`src/rtl/uart_pkg.sv`:
```
// rtl/uart_pkg.sv - shared UART baud encodings, rx state codes and divisor helper
package uart_pkg;

    // Baud-select encodings, identical on the TX side
    localparam logic [1:0] BAUD_2400  = 2'b00;
    localparam logic [1:0] BAUD_4800  = 2'b01;
    localparam logic [1:0] BAUD_9600  = 2'b10;
    localparam logic [1:0] BAUD_19200 = 2'b11;

    // Width of the oversample divisor counter
    localparam int DIV_W = 12;

    // Receiver FSM state codes
    typedef logic [2:0] rx_state_t;
    localparam rx_state_t RX_IDLE   = 3'd0;
    localparam rx_state_t RX_START  = 3'd1;
    localparam rx_state_t RX_DATA   = 3'd2;
    localparam rx_state_t RX_PARITY = 3'd3;
    localparam rx_state_t RX_STOP   = 3'd4;
    localparam rx_state_t RX_BRK    = 3'd5;

    // Baud rate in bits per second for a select code
    function automatic int baud_rate(input logic [1:0] sel);
        case (sel)
            BAUD_2400:  return 2400;
            BAUD_4800:  return 4800;
            BAUD_9600:  return 9600;
            default:    return 19200;
        endcase
    endfunction

    // Clocks per oversample tick, rounded to nearest
    function automatic logic [DIV_W-1:0] baud_div(input int clk_freq,
                                                  input int oversample,
                                                  input logic [1:0] sel);
        int den;
        den = oversample * baud_rate(sel);
        return DIV_W'((clk_freq + den / 2) / den);
    endfunction

endpackage

```
`src/rtl/uart_rx_tick_gen.sv`:
```
// rtl/uart_rx_tick_gen.sv - oversample tick generator with synchronous clear
module uart_rx_tick_gen
    import uart_pkg::*;
(
    input  logic             clk,
    input  logic             reset,
    input  logic             clear,
    input  logic [DIV_W-1:0] div,
    output logic             tick
);

    logic [DIV_W-1:0] cnt;
    logic             at_top;

    assign at_top = (cnt == (div - DIV_W'(1)));

    // A clear suppresses the tick so the new bit period starts cleanly
    assign tick = at_top & ~clear;

    // Divisor counter: wraps to 0 after reaching div-1, restarts on clear
    always_ff @(posedge clk or posedge reset) begin
        if (reset) begin
            cnt <= '0;
        end else if (clear || at_top) begin
            cnt <= '0;
        end else begin
            cnt <= cnt + DIV_W'(1);
        end
    end

endmodule

```
`src/rtl/uart_rx.sv`:
```
// rtl/uart_rx.sv - 16x oversampled UART receiver with parity, frame and overrun flags
module uart_rx
    import uart_pkg::*;
#(
    parameter int CLK_FREQ   = 25_000_000,
    parameter int DATA_BITS  = 8,
    parameter int OVERSAMPLE = 16
) (
    input  logic                 clk,
    input  logic                 reset,
    input  logic [1:0]           baud_sel,
    input  logic                 parity_en,
    input  logic                 parity_odd,
    input  logic                 rx,
    output logic [DATA_BITS-1:0] rx_data,
    output logic                 rx_valid,
    input  logic                 rx_ready,
    output logic                 frame_err,
    output logic                 parity_err,
    output logic                 overrun,
    output logic                 busy
);

    localparam int              OS_W     = $clog2(OVERSAMPLE);
    localparam logic [OS_W-1:0] OS_MID   = OS_W'(OVERSAMPLE / 2 - 1);
    localparam logic [OS_W-1:0] OS_LAST  = OS_W'(OVERSAMPLE - 1);
    localparam logic [3:0]      LAST_BIT = 4'(DATA_BITS - 1);

    localparam logic [DIV_W-1:0] DIV_2400  = baud_div(CLK_FREQ, OVERSAMPLE, BAUD_2400);
    localparam logic [DIV_W-1:0] DIV_4800  = baud_div(CLK_FREQ, OVERSAMPLE, BAUD_4800);
    localparam logic [DIV_W-1:0] DIV_9600  = baud_div(CLK_FREQ, OVERSAMPLE, BAUD_9600);
    localparam logic [DIV_W-1:0] DIV_19200 = baud_div(CLK_FREQ, OVERSAMPLE, BAUD_19200);

    logic                 rx_meta;
    logic                 rx_s;
    rx_state_t            state;
    logic [OS_W-1:0]      os_cnt;
    logic [3:0]           bit_cnt;
    logic [DATA_BITS-1:0] shreg;
    logic [1:0]           baud_lat;
    logic [DIV_W-1:0]     div;
    logic                 tick;
    logic                 start_det;
    logic                 os_wrap;
    logic                 perr;
    logic                 ferr;
    logic                 deliver;
    logic                 accept;

    // Two-flop synchroniser; idles high so reset does not look like a start bit
    always_ff @(posedge clk or posedge reset) begin
        if (reset) begin
            rx_meta <= 1'b1;
            rx_s    <= 1'b1;
        end else begin
            rx_meta <= rx;
            rx_s    <= rx_meta;
        end
    end

    // Divisor for the baud rate latched at the start of the current frame
    always_comb begin
        div = DIV_19200;
        case (baud_lat)
            BAUD_2400: div = DIV_2400;
            BAUD_4800: div = DIV_4800;
            BAUD_9600: div = DIV_9600;
            default:   div = DIV_19200;
        endcase
    end

    assign start_det = (state == RX_IDLE) && !rx_s;
    assign os_wrap   = tick && (os_cnt == OS_LAST);
    assign busy      = (state != RX_IDLE);
    assign accept    = rx_valid & rx_ready;

    uart_rx_tick_gen u_tick_gen (
        .clk   (clk),
        .reset (reset),
        .clear (start_det),
        .div   (div),
        .tick  (tick)
    );

    // Frame FSM: start validation, data shift, parity, stop and break handling
    always_ff @(posedge clk or posedge reset) begin
        if (reset) begin
            state    <= RX_IDLE;
            os_cnt   <= '0;
            bit_cnt  <= '0;
            shreg    <= '0;
            baud_lat <= BAUD_2400;
            perr     <= 1'b0;
            ferr     <= 1'b0;
            deliver  <= 1'b0;
        end else begin
            deliver <= 1'b0;
            case (state)
                RX_IDLE: begin
                    if (!rx_s) begin
                        os_cnt   <= '0;
                        bit_cnt  <= '0;
                        perr     <= 1'b0;
                        baud_lat <= baud_sel;
                        state    <= RX_START;
                    end
                end
                RX_START: begin
                    if (tick) begin
                        if (os_cnt == OS_MID) begin
                            os_cnt <= '0;
                            state  <= rx_s ? RX_IDLE : RX_DATA;
                        end else begin
                            os_cnt <= os_cnt + OS_W'(1);
                        end
                    end
                end
                RX_DATA: begin
                    if (os_wrap) begin
                        os_cnt  <= '0;
                        shreg   <= {rx_s, shreg[DATA_BITS-1:1]};
                        bit_cnt <= bit_cnt + 4'd1;
                        if (bit_cnt == LAST_BIT) begin
                            state <= parity_en ? RX_PARITY : RX_STOP;
                        end
                    end else if (tick) begin
                        os_cnt <= os_cnt + OS_W'(1);
                    end
                end
                RX_PARITY: begin
                    if (os_wrap) begin
                        os_cnt <= '0;
                        perr   <= rx_s ^ (^shreg) ^ parity_odd;
                        state  <= RX_STOP;
                    end else if (tick) begin
                        os_cnt <= os_cnt + OS_W'(1);
                    end
                end
                RX_STOP: begin
                    if (os_wrap) begin
                        os_cnt  <= '0;
                        ferr    <= !rx_s;
                        deliver <= 1'b1;
                        state   <= rx_s ? RX_IDLE : RX_BRK;
                    end else if (tick) begin
                        os_cnt <= os_cnt + OS_W'(1);
                    end
                end
                RX_BRK: begin
                    if (rx_s) begin
                        state <= RX_IDLE;
                    end
                end
                default: begin
                    state <= RX_IDLE;
                end
            endcase
        end
    end

    // Output register: load on deliver if the slot is free, otherwise flag overrun
    always_ff @(posedge clk or posedge reset) begin
        if (reset) begin
            rx_data    <= '0;
            rx_valid   <= 1'b0;
            frame_err  <= 1'b0;
            parity_err <= 1'b0;
            overrun    <= 1'b0;
        end else begin
            if (deliver && (!rx_valid || rx_ready)) begin
                rx_data    <= shreg;
                frame_err  <= ferr;
                parity_err <= perr;
                rx_valid   <= 1'b1;
            end else if (accept) begin
                rx_valid <= 1'b0;
            end

            if (deliver && rx_valid && !rx_ready) begin
                overrun <= 1'b1;
            end else if (accept) begin
                overrun <= 1'b0;
            end
        end
    end

endmodule
```
`config.mk`:
```
export PLATFORM = sky130hd
export DESIGN_NAME = uart_rx
export DESIGN_NICKNAME = d
export VERILOG_FILES = /design/src/rtl/uart_pkg.sv /design/src/rtl/uart_rx_tick_gen.sv /design/src/rtl/uart_rx.sv
export SDC_FILE = /design/constraint.sdc
export NUM_CORES = 1
export LEC_CHECK = 0
export CAP_MARGIN = 0
export CORE_ASPECT_RATIO = 0.7
export CORE_UTILIZATION = 59
export DETAILED_ROUTE_END_ITERATION = 16
export HOLD_SLACK_MARGIN = 0.06
export PLACE_DENSITY = 0.9
export SLEW_MARGIN = 10
export SYNTH_ARGS = -nofsm -noshare
export SYNTH_HDL_FRONTEND = slang
export SYNTH_HIERARCHICAL = 1
export SYNTH_SLANG_ARGS = --single-unit
```
`constraint.sdc`:
```
create_clock -name clk -period 5 [get_ports clk]
set_input_delay 0.5 -clock clk [delete_from_list [all_inputs] [get_ports clk]]
set_output_delay 0.5 -clock clk [all_outputs]
set_load 0.005 [all_outputs]
```
=== Word level (Yosys, flattened, before mapping) ===
Cells that the tools add are included.

* Flip-flop bits (word level): 50
* Output and inout bits: 13
* Input port bits: 8

* Reduce and logical (&&, ||, !) cells: 27
* Mux-type cells: 30
* Bitwise gates (word level): 6
* $add $sub $neg: 4
* Equality and inequality tests: 20

{| class="wikitable"
|+ Operators with widths
! operator !! number
|-
| 3-bit two-way mux || 10
|-
| 10-bit one-hot mux with 3 select lines || 1
|-
| 4-bit two-way mux || 6
|-
| 3-bit one-hot mux with 6 select lines || 1
|-
| 2-bit inequality test, second input constant || 8
|-
| 12-bit by 1-bit adder with 12-bit output, second input constant || 1
|-
| 12-bit equality test || 1
|-
| 12-bit two-way mux || 1
|-
| 4-bit one-hot mux with 3 select lines || 1
|-
| 10-bit by 1-bit subtractor with 11-bit output, second input constant || 1
|-
| 4-bit by 1-bit adder with 4-bit output, second input constant || 2
|-
| 4-bit by 3-bit equality test with 1-bit output, second input constant || 2
|-
| 4-bit one-hot mux with 2 select lines || 1
|-
| 8-bit AND reduction || 1
|-
| 2-bit nonzero test || 4
|-
| 8-bit parity || 1
|-
| 1-bit two-way mux || 7
|-
| 3-bit by 2-bit equality test with 1-bit output, second input constant || 2
|-
| 3-bit equality test, second input constant || 2
|-
| 2-bit AND reduction || 3
|-
| 3-bit AND reduction || 2
|-
| 3-bit nonzero test || 2
|-
| 1-bit logical AND || 5
|-
| 4-bit equality test, second input constant || 1
|-
| other kinds (15) || 21
|}

=== Longest topological paths before layout ===
Gate-level depths: netlist of the first run.

* Word-level depth: 8
* Gate-level depth with buffers: 15
* Gate-level depth less buffers: 14

=== Modules after synthesis ===
The synthesis of the first run kept the hierarchy.

{| class="wikitable"
|+ By module, submodules not included
! module !! instances !! area an instance (um^2) !! cells each !! sequential area each (um^2)
|-
| uart_rx || 1 || 1931.9 || 174 || 953.4
|-
| uart_rx_tick_gen || 1 || 978.4 || 105 || 300.3
|}

=== Worst setup path before layout of the first run ===
Ideal clock, no wire load.

* Path kind: register to register
* Start: register baud_lat[0]
* End: register state[0]
* Slack: 1.089 ns
* Arrival time: 3.831 ns
* Required time: 4.920 ns
* Stages on the path, launching flop included: 15
* Library setup time: 0.080 ns
* Path through: dfrtp_1 > inv_1 > nor2_1 > inv_1 > inv_1 > ha_1 > nor3b_1 > nand2_2 > or4b_1 > a211oi_2 > and3b_1 > nand4_2 > or4_4 > o311a_1 > o22ai_2

* Longest elaborated chain between the ends: 8

{| class="wikitable"
|+ Ends and longest elaborated chain
! element !! RTL line !! RTL
|-
| start: declaration || uart_rx.sv:40 || <nowiki>logic [1:0] baud_lat;</nowiki>
|-
| start signal: assignment || uart_rx.sv:104 || <nowiki>baud_lat <= baud_sel;</nowiki>
|-
| 2-bit equality test, or another cell as far along || uart_rx.sv:64 || <nowiki>case (baud_lat)</nowiki>
|-
| 10-bit one-hot mux with 3 select lines (*) || uart_rx.sv:64 ||
|-
| named net div[7] || uart_rx.sv:41 || <nowiki>logic [DIV_W-1:0] div;</nowiki>
|-
| 10-bit by 1-bit subtractor with 11-bit output (*) || uart_rx_tick_gen.sv:15 || <nowiki>assign at_top = (cnt == (div - DIV_W'(1)));</nowiki>
|-
| 12-bit equality test (*) || uart_rx_tick_gen.sv:15 ||
|-
| 1-bit bitwise AND (*) || uart_rx_tick_gen.sv:18 || <nowiki>assign tick = at_top & ~clear;</nowiki>
|-
| named net tick || uart_rx.sv:42 || <nowiki>logic tick;</nowiki>
|-
| 1-bit logical AND || uart_rx.sv:73 || <nowiki>assign os_wrap = tick && (os_cnt == OS_LAST);</nowiki>
|-
| 2-bit inequality test (no source line) || - ||
|-
| 8-bit AND reduction (no source line) (*) || - ||
|-
| end signal: assignment || uart_rx.sv:112 || <nowiki>state <= rx_s ? RX_IDLE : RX_DATA;</nowiki>
|-
| end signal: assignment || uart_rx.sv:124 || <nowiki>state <= parity_en ? RX_PARITY : RX_STOP;</nowiki>
|-
| end signal: assignment || uart_rx.sv:144 || <nowiki>state <= rx_s ? RX_IDLE : RX_BRK;</nowiki>
|-
| end: declaration || uart_rx.sv:36 || <nowiki>rx_state_t state;</nowiki>
|}

The timed path passes the listed nets; every way through them passes the cells marked *.
A chain may end at the register's enable or synchronous reset.

=== Worst setup path after layout of the first run ===
Same ends and word-level chain as after synthesis.

==> key figures, run 1 <==
Run status
  – Outcome: finished, final reports clean

Synthesis
  – Post-synth EDFFs: 0
  – Most common library cells after synthesis: dfrtp_1, mux2_2, xor2_1, nor2_1, xnor2_1
  – Synth cell types: 57
  – Most numerous cell in the Yosys netlist: dfrtp_1
  – Synthesis warning total: 6
  – Synth Register Bits: 50
  – Synth top area cells: dfrtp_1, mux2_2, xor2_1
  – Mapped cell area: 2910 um2
  – Commonest register cell after synthesis: dfrtp_1
  – Synthesized area per cell: 10.4 um2
  – Sequential fraction of the synthesis area: 0.431
  – Leading area contributor after synthesis: dfrtp_1
  – Post-synthesis cell count: 279
  – Post-synth ARST share: 1.00
  – Top cell type's share of synthesized area: 0.413

STA
  – Worst slew margin: 0.293
  – Hold Worst Slack: 363 ps
  – Final Hold Violating Endpoints: 0
  – Peak Freq: 217 MHz
  – Setup TNS: 0 ps
  – RSZ-0062 raised after global routing: false
  – Period minus WS final: 4600 ps
  – Worst Tran Pin Value: 1050 ps
  – Layout Skew: 5.44 ps
  – Final setup fails: 0
  – Tcrit/Tclk final: 0.920
  – Final Max Tran Viols: 0
  – PnR worst setup slack: 401 ps

Floorplan
  – Initial Util: 0.643
  – Core area: 4530 um2
  – Area of the die: 5220 um2
  – Die Y: 60.8 um
  – Row count: 20
  – # IOs: 21
  – Die width: 85.9 um

Worst setup path
  – Crit Path Class: flip-flop to flip-flop
  – Worst Path Max Fanout: 14
  – R2R depth: 14
  – Critical path launch point type: flip-flop
  – Worst Path Required: 5230 ps
  – Worst endpoint data arrival time: 4830 ps
  – Critical path capture point type: flip-flop

Placement
  – Detailed Place HPWL: 4280 um
  – I/O Buffers: 20
  – Area after DPL: 3160 um2
  – Dpl cells: 357
  – GP Congestion: 0.860
  – Pre-CTS setup slack: 536 ps

Power and ir drop
  – Power per cell area: 451 nW/um2
  – Pleak: 1.43 nW
  – VDD IR max: 0.000322 V

Drt
  – Initial DRT Pass Iterations: 5
  – WL per Instance: 16.6 um
  – Detailed Route WL: 6070 um
  – Routed Antenna Nets: 0
  – Vias: 2251
  – Routed vias/inst: 6.17
  – 1st-iter DRT viols: 249
  – DRC Markers: 0

Cells and area
  – Non-filler instance count after layout: 365
  – Ant diodes: 0
  – Syn-to-layout area delta: 12.5%
  – Footprint of the multi-input gates: 1550 um2
  – Fillers: 313
  – Register area: 1250 um2
  – Design area: 3270 um2
  – Layout Nets: 310
  – Share of post-route cells with drive strength above 1: 0.161

GRT
  – Global-route wire length before repair: 10300 um
  – Gr usage total: 0.262
  – Largest net degree at the start of global routing: 39
  – Antenna violations before repair: 0
  – Global route total overflow: 0
  – Vias in the first global route: 2133

Clocking
  – CTS root buffer: clkbuf_8
  – Hold buffers post-CTS: 0
  – Clock-pin slew of the registers on the worst-case setup and hold paths: 100 ps
  – Worst-skew pair later-pin latency: 300 ps
  – Clock sink total: 50
  – Worst-case clock buffer depth: 2
  – CTS tree: yes
  – CTS Buf Count: 5
  – CTS H-tree depth: 2
  – Post_cts resized: 0
  – Post-CTS setup buffers: 0

Job
  – Max Cap Viol: 0

Hold path
  – Hold WC Path Type: flip-flop to flip-flop
  – Hold Crit Depth: 0
## flip-flops by register name, summed over array words and instances (netlist names)
signal	flops
overrun	1
deliver	1
rx_meta	1
parity_err	1
ferr	1
os_cnt	4
u_tick_gen/cnt	12
rx_s	1
shreg	8
bit_cnt	4
rx_valid	1
rx_data	8
frame_err	1
state	3
perr	1
baud_lat	2
## per-layer routing
| layer | wire, um | GRT usage | vias to the layer above |
|---|---|---|---|
| li1 | - | - | 1041 |
| met1 | 2910 | 0.382 | 1108 |
| met2 | 2700 | 0.395 | 89 |
| met3 | 348 | 0.0503 | 13 |
| met4 | 118 | 0.0976 | 0 |
| met5 | 0 | 0 | - |
## cell families after synthesis
family                   Yosys count  synth area share
other                              1           0.00129
AND/OR/NAND/NOR                   86             0.179
buffers and inverters             26            0.0396
adder cells (fa/ha/maj)            4            0.0172
XOR/XNOR                          35             0.110
multiplexers                      22            0.0838
flip-flops                        50             0.431
AO/OA/AOI/OAI                     55             0.138
## cells in the final DEF (no fill, tap or decap), types with 3 or more instances in the layout
cell type,instances
a211oi_1,12
a21oi_1,11
and3_1,3
buf_4,3
clkbuf_8,5
clkdlybuf4s50_1,20
conb_1,3
dfrtp_1,48
ha_1,4
inv_1,13
mux2_2,19
mux2i_1,3
nand2_1,13
nand2b_1,9
nand3_1,10
nand4_1,6
nor2_1,16
nor3_1,3
nor3b_1,5
o211ai_1,3
o21ai_0,9
xnor2_1,16
xor2_1,18
## through the flow
| step | power [mW] | utilization |
|---|---|---|
| floorplan | 1.04 | - |
| finish | 1.48 | 0.723 |
| detailed placement | 1.17 | 0.698 |
| global route | 1.56 | 0.723 |
| global placement | 1.14 | 0.698 |
| CTS | 1.46 | 0.723 |
## worst max-delay path: stages (launching register included)
cell and delay [ps]:
dfrtp_1 490, inv_1 160, nor2_1 620, inv_1 190, inv_1 110, ha_1 230, nor3b_1 410, nand2_2 90
or4b_1 500, a211oi_2 280, and3b_1 390, nand4_2 200, or4_4 570, o311a_1 150, o22ai_2 130
## cell type report
cell class | instances | area share
multi-input combinational | 205 | 0.475
timing repair buffer | 23 | 0.0680
clock buffer | 6 | 0.0222
sequential | 50 | 0.383
tap | 66 | 0.0252
clock inverter | 2 | 0.0119
inverter | 13 | 0.0149
## worst paths after layout
kind / slack, ps / start / to
max: 400 / baud_lat[0] / state[0]
min: 360 / rx_meta / rx_s
max reg2reg: 400 / baud_lat[0] / state[0]
min reg2reg: 360 / rx_meta / rx_s
max in group asynchronous: 4030 / reset / rx_s
min in group asynchronous: 520 / reset / u_tick_gen/cnt[1]
## power breakdown
group	total (mW)	switching, mW	leakage [nW]	internal (mW)
sequential	0.610	0.142	0.659	0.469
combinational	0.573	0.325	0.713	0.249
clock	0.292	0.141	0.0554	0.151
Power figures use the tool's default switching activity.
==> run 2: changes to the inputs <==
Settings changed: CORE_UTILIZATION 59 to 57, PLACE_DENSITY 0.9 to 0.89, SYNTH_HIERARCHICAL 1 to not set.
==> key figures, run 2 <==
Worst setup path
  – Crit path cell chain: inv_1, a2111oi_1, o221ai_2, nor4_2, mux2_2
  – R2R depth: 5
  – Largest stage delay, worst path: 1040 ps
  – Worst Path Required: 5190 ps
  – CP max-delay cell: nor4_2
  – Reg2reg end: shreg[4]
  – Crit Path Class: flip-flop to flip-flop
  – Critical R2R Launch: baud_lat[1]
  – R2r setup slk: 2110 ps
  – Levels on crit path: 5
  – Critical path capture point type: flip-flop
  – Critical path launch point type: flip-flop
  – Crit-path leading delay family: simple AND/OR/NAND/NOR gates
  – Crit path buffers/inverters: 1
  – Worst endpoint data arrival time: 3080 ps
  – Worst Path Max Fanout: 12

Drt
  – Routed Antenna Nets: 0
  – WL per Instance: 15.7 um
  – 1st-iter DRT viols: 223
  – Initial DRT Pass Iterations: 4
  – Routed vias/inst: 5.87
  – DRC Markers: 0
  – Detailed Route WL: 4920 um
  – Vias: 1842

Cells and area
  – Leading cell type in the layout, fill and taps excluded: dfrtp_1
  – Largest register FFs: 12
  – Layout Nets: 272
  – Biggest regs: u_tick_gen.cnt (12), rx_data (8), shreg (8)
  – Ant diodes: 0
  – Non-filler instance count after layout: 314
  – Most frequent cells in the layout: dfrtp_1, nor2_1, mux2_2, clkdlybuf4s50_1
  – Design area: 2890 um2
  – Syn-to-layout area delta: 13.3%
  – Share of post-route cells with drive strength above 1: 0.164
  – Top reg by flops: u_tick_gen.cnt

Placement
  – Dpl cells: 306
  – Area after DPL: 2770 um2
  – Pre-CTS setup slack: 2150 ps
  – GP Congestion: 0.900
  – Detailed Place HPWL: 3430 um
  – I/O Buffers: 20

Synthesis
  – Most common library cells after synthesis: dfrtp_1, nor2_1, mux2_2, nand2_1, xnor2_1
  – Mapped cell area: 2550 um2
  – Synthesis warning total: 0
  – Most numerous cell in the Yosys netlist: dfrtp_1
  – Synth Register Bits: 50
  – Post-synth ARST share: 1.00
  – Synthesized area per cell: 10.5 um2
  – Post-synthesis cell count: 242
  – Leading area contributor after synthesis: dfrtp_1
  – Commonest register cell after synthesis: dfrtp_1
  – Post-synth EDFFs: 0
  – Sequential fraction of the synthesis area: 0.492
  – Synth top area cells: dfrtp_1, mux2_2, xnor2_1
  – Synth cell types: 50
  – Mapped Nets: 253
  – Top cell type's share of synthesized area: 0.471

Clocking
  – Post-CTS setup buffers: 0
  – CTS root buffer: clkbuf_8
  – Hold buffers post-CTS: 0
  – CTS tree: yes
  – Worst-skew pair later-pin latency: 310 ps
  – Worst-case clock buffer depth: 2
  – CTS H-tree depth: 2
  – Clock sink total: 50
  – Post_cts resized: 0
  – Clock-pin slew of the registers on the worst-case setup and hold paths: 90 ps
  – CTS Buf Count: 5

STA
  – RSZ-0062 raised after global routing: false
  – Tcrit/Tclk final: 0.578
  – Final Max Tran Viols: 0
  – Worst Tran Pin Value: 1170 ps
  – PnR worst setup slack: 2110 ps
  – Final setup fails: 0
  – Period minus WS final: 2890 ps
  – Worst slew margin: 0.213
  – Setup TNS: 0 ps
  – Final Hold Violating Endpoints: 0
  – Layout Skew: 9.18 ps
  – Peak Freq: 346 MHz

GRT
  – Largest net degree at the start of global routing: 51
  – Global-route wire length before repair: 8240 um
  – Gr usage total: 0.236
  – Antenna violations before repair: 0
  – Vias in the first global route: 1731
  – Global route total overflow: 0

Floorplan
  – Core area: 4090 um2
  – Area of the die: 4750 um2
  – Initial Util: 0.624
  – # IOs: 21
  – Die Y: 58.0 um
  – Row count: 19
  – Die width: 81.9 um

Job
  – Max Cap Viol: 0

Run status
  – Outcome: finished, final reports clean

Power and ir drop
  – Power per cell area: 248 nW/um2
  – Pleak: 1.30 nW
  – VDD IR max: 0.000161 V

Hold path
  – WHS Endpoint: rx_s
  – Hold WC Path Type: flip-flop to flip-flop
  – Hold Crit Depth: 0
  – HP Start: rx_meta
run 2: cell count changes in the layout (fill, tap and decap cells not counted), sizes merged, moves of 4 or more:
cell,change
nor3,+7
nand3,-4
nand4,-4
and3,+4
nand2b,-7
a211oi,-12
xor2,-11
nor2,+12
run 2: power by group:
part           leakage [nW]  switching [mW]  internal (mW)  total (mW)
clock                0.0585           0.129          0.163       0.292
sequential            0.657         0.00160          0.406       0.407
combinational         0.586          0.0109        0.00768      0.0186
total                  1.30           0.142          0.576       0.718
run 2: worst reg2reg max path, delay by kind of cell, from the launching register on:
family	cells	cell delay, ps
buffers and inverters	1	100
AO/OA/AOI/OAI	2	740
flip-flops	1	470
multiplexers	1	430
AND/OR/NAND/NOR	1	1040
run 2: layout make-up:
type	count	area, um2
Inverter	10	37.5
Clock buffer	7	86.3
Clock inverter	1	30.0
Timing Repair Buffer	21	208
Sequential cell	50	1250
Multi-Input combinational cell	173	1210
Fill cell	278	1200
Tap cell	52	65.1
run 2: kinds of logic after synthesis:
| kind of cell | synth area share |
|---|---|
| xor gates and xnor gates | 0.0790 |
| and+or+nand+nor | 0.174 |
| DFF | 0.492 |
| buffers and inverters | 0.0343 |
| adders and majority gates | 0.0147 |
| muxes | 0.0922 |
| AOI/OAI and AO/OA | 0.114 |
run 2: worst max path at each step:
stage | slack [ps] | end | from
after floorplan | 2740 | bit_cnt[1] | baud_lat[0]
after global placement | 2230 | shreg[2] | baud_lat[0]
after detailed placement | 2150 | shreg[4] | baud_lat[0]
after CTS | 2140 | shreg[4] | baud_lat[0]
after global routing | 1980 | shreg[6] | baud_lat[0]
final | 2110 | shreg[4] | baud_lat[1]
run 2: per-layer routing:
layer  vias up  GRT usage  part of all wire
li1        883          -                 -
met1       891      0.356              0.50
met2        59      0.329              0.44
met3         9     0.0551             0.051
met4         0     0.0902             0.016
met5         -          0                 0
run 2: through the flow:
step | total power [mW] | hold WS [ps] | util
finish | 0.718 | 369 | 0.707
global route | 0.742 | 371 | 0.707
CTS | 0.726 | 370 | 0.707
detailed placement | 0.434 | 357 | 0.678
global placement | 0.434 | 349 | 0.678
floorplan | 0.425 | 345 | -
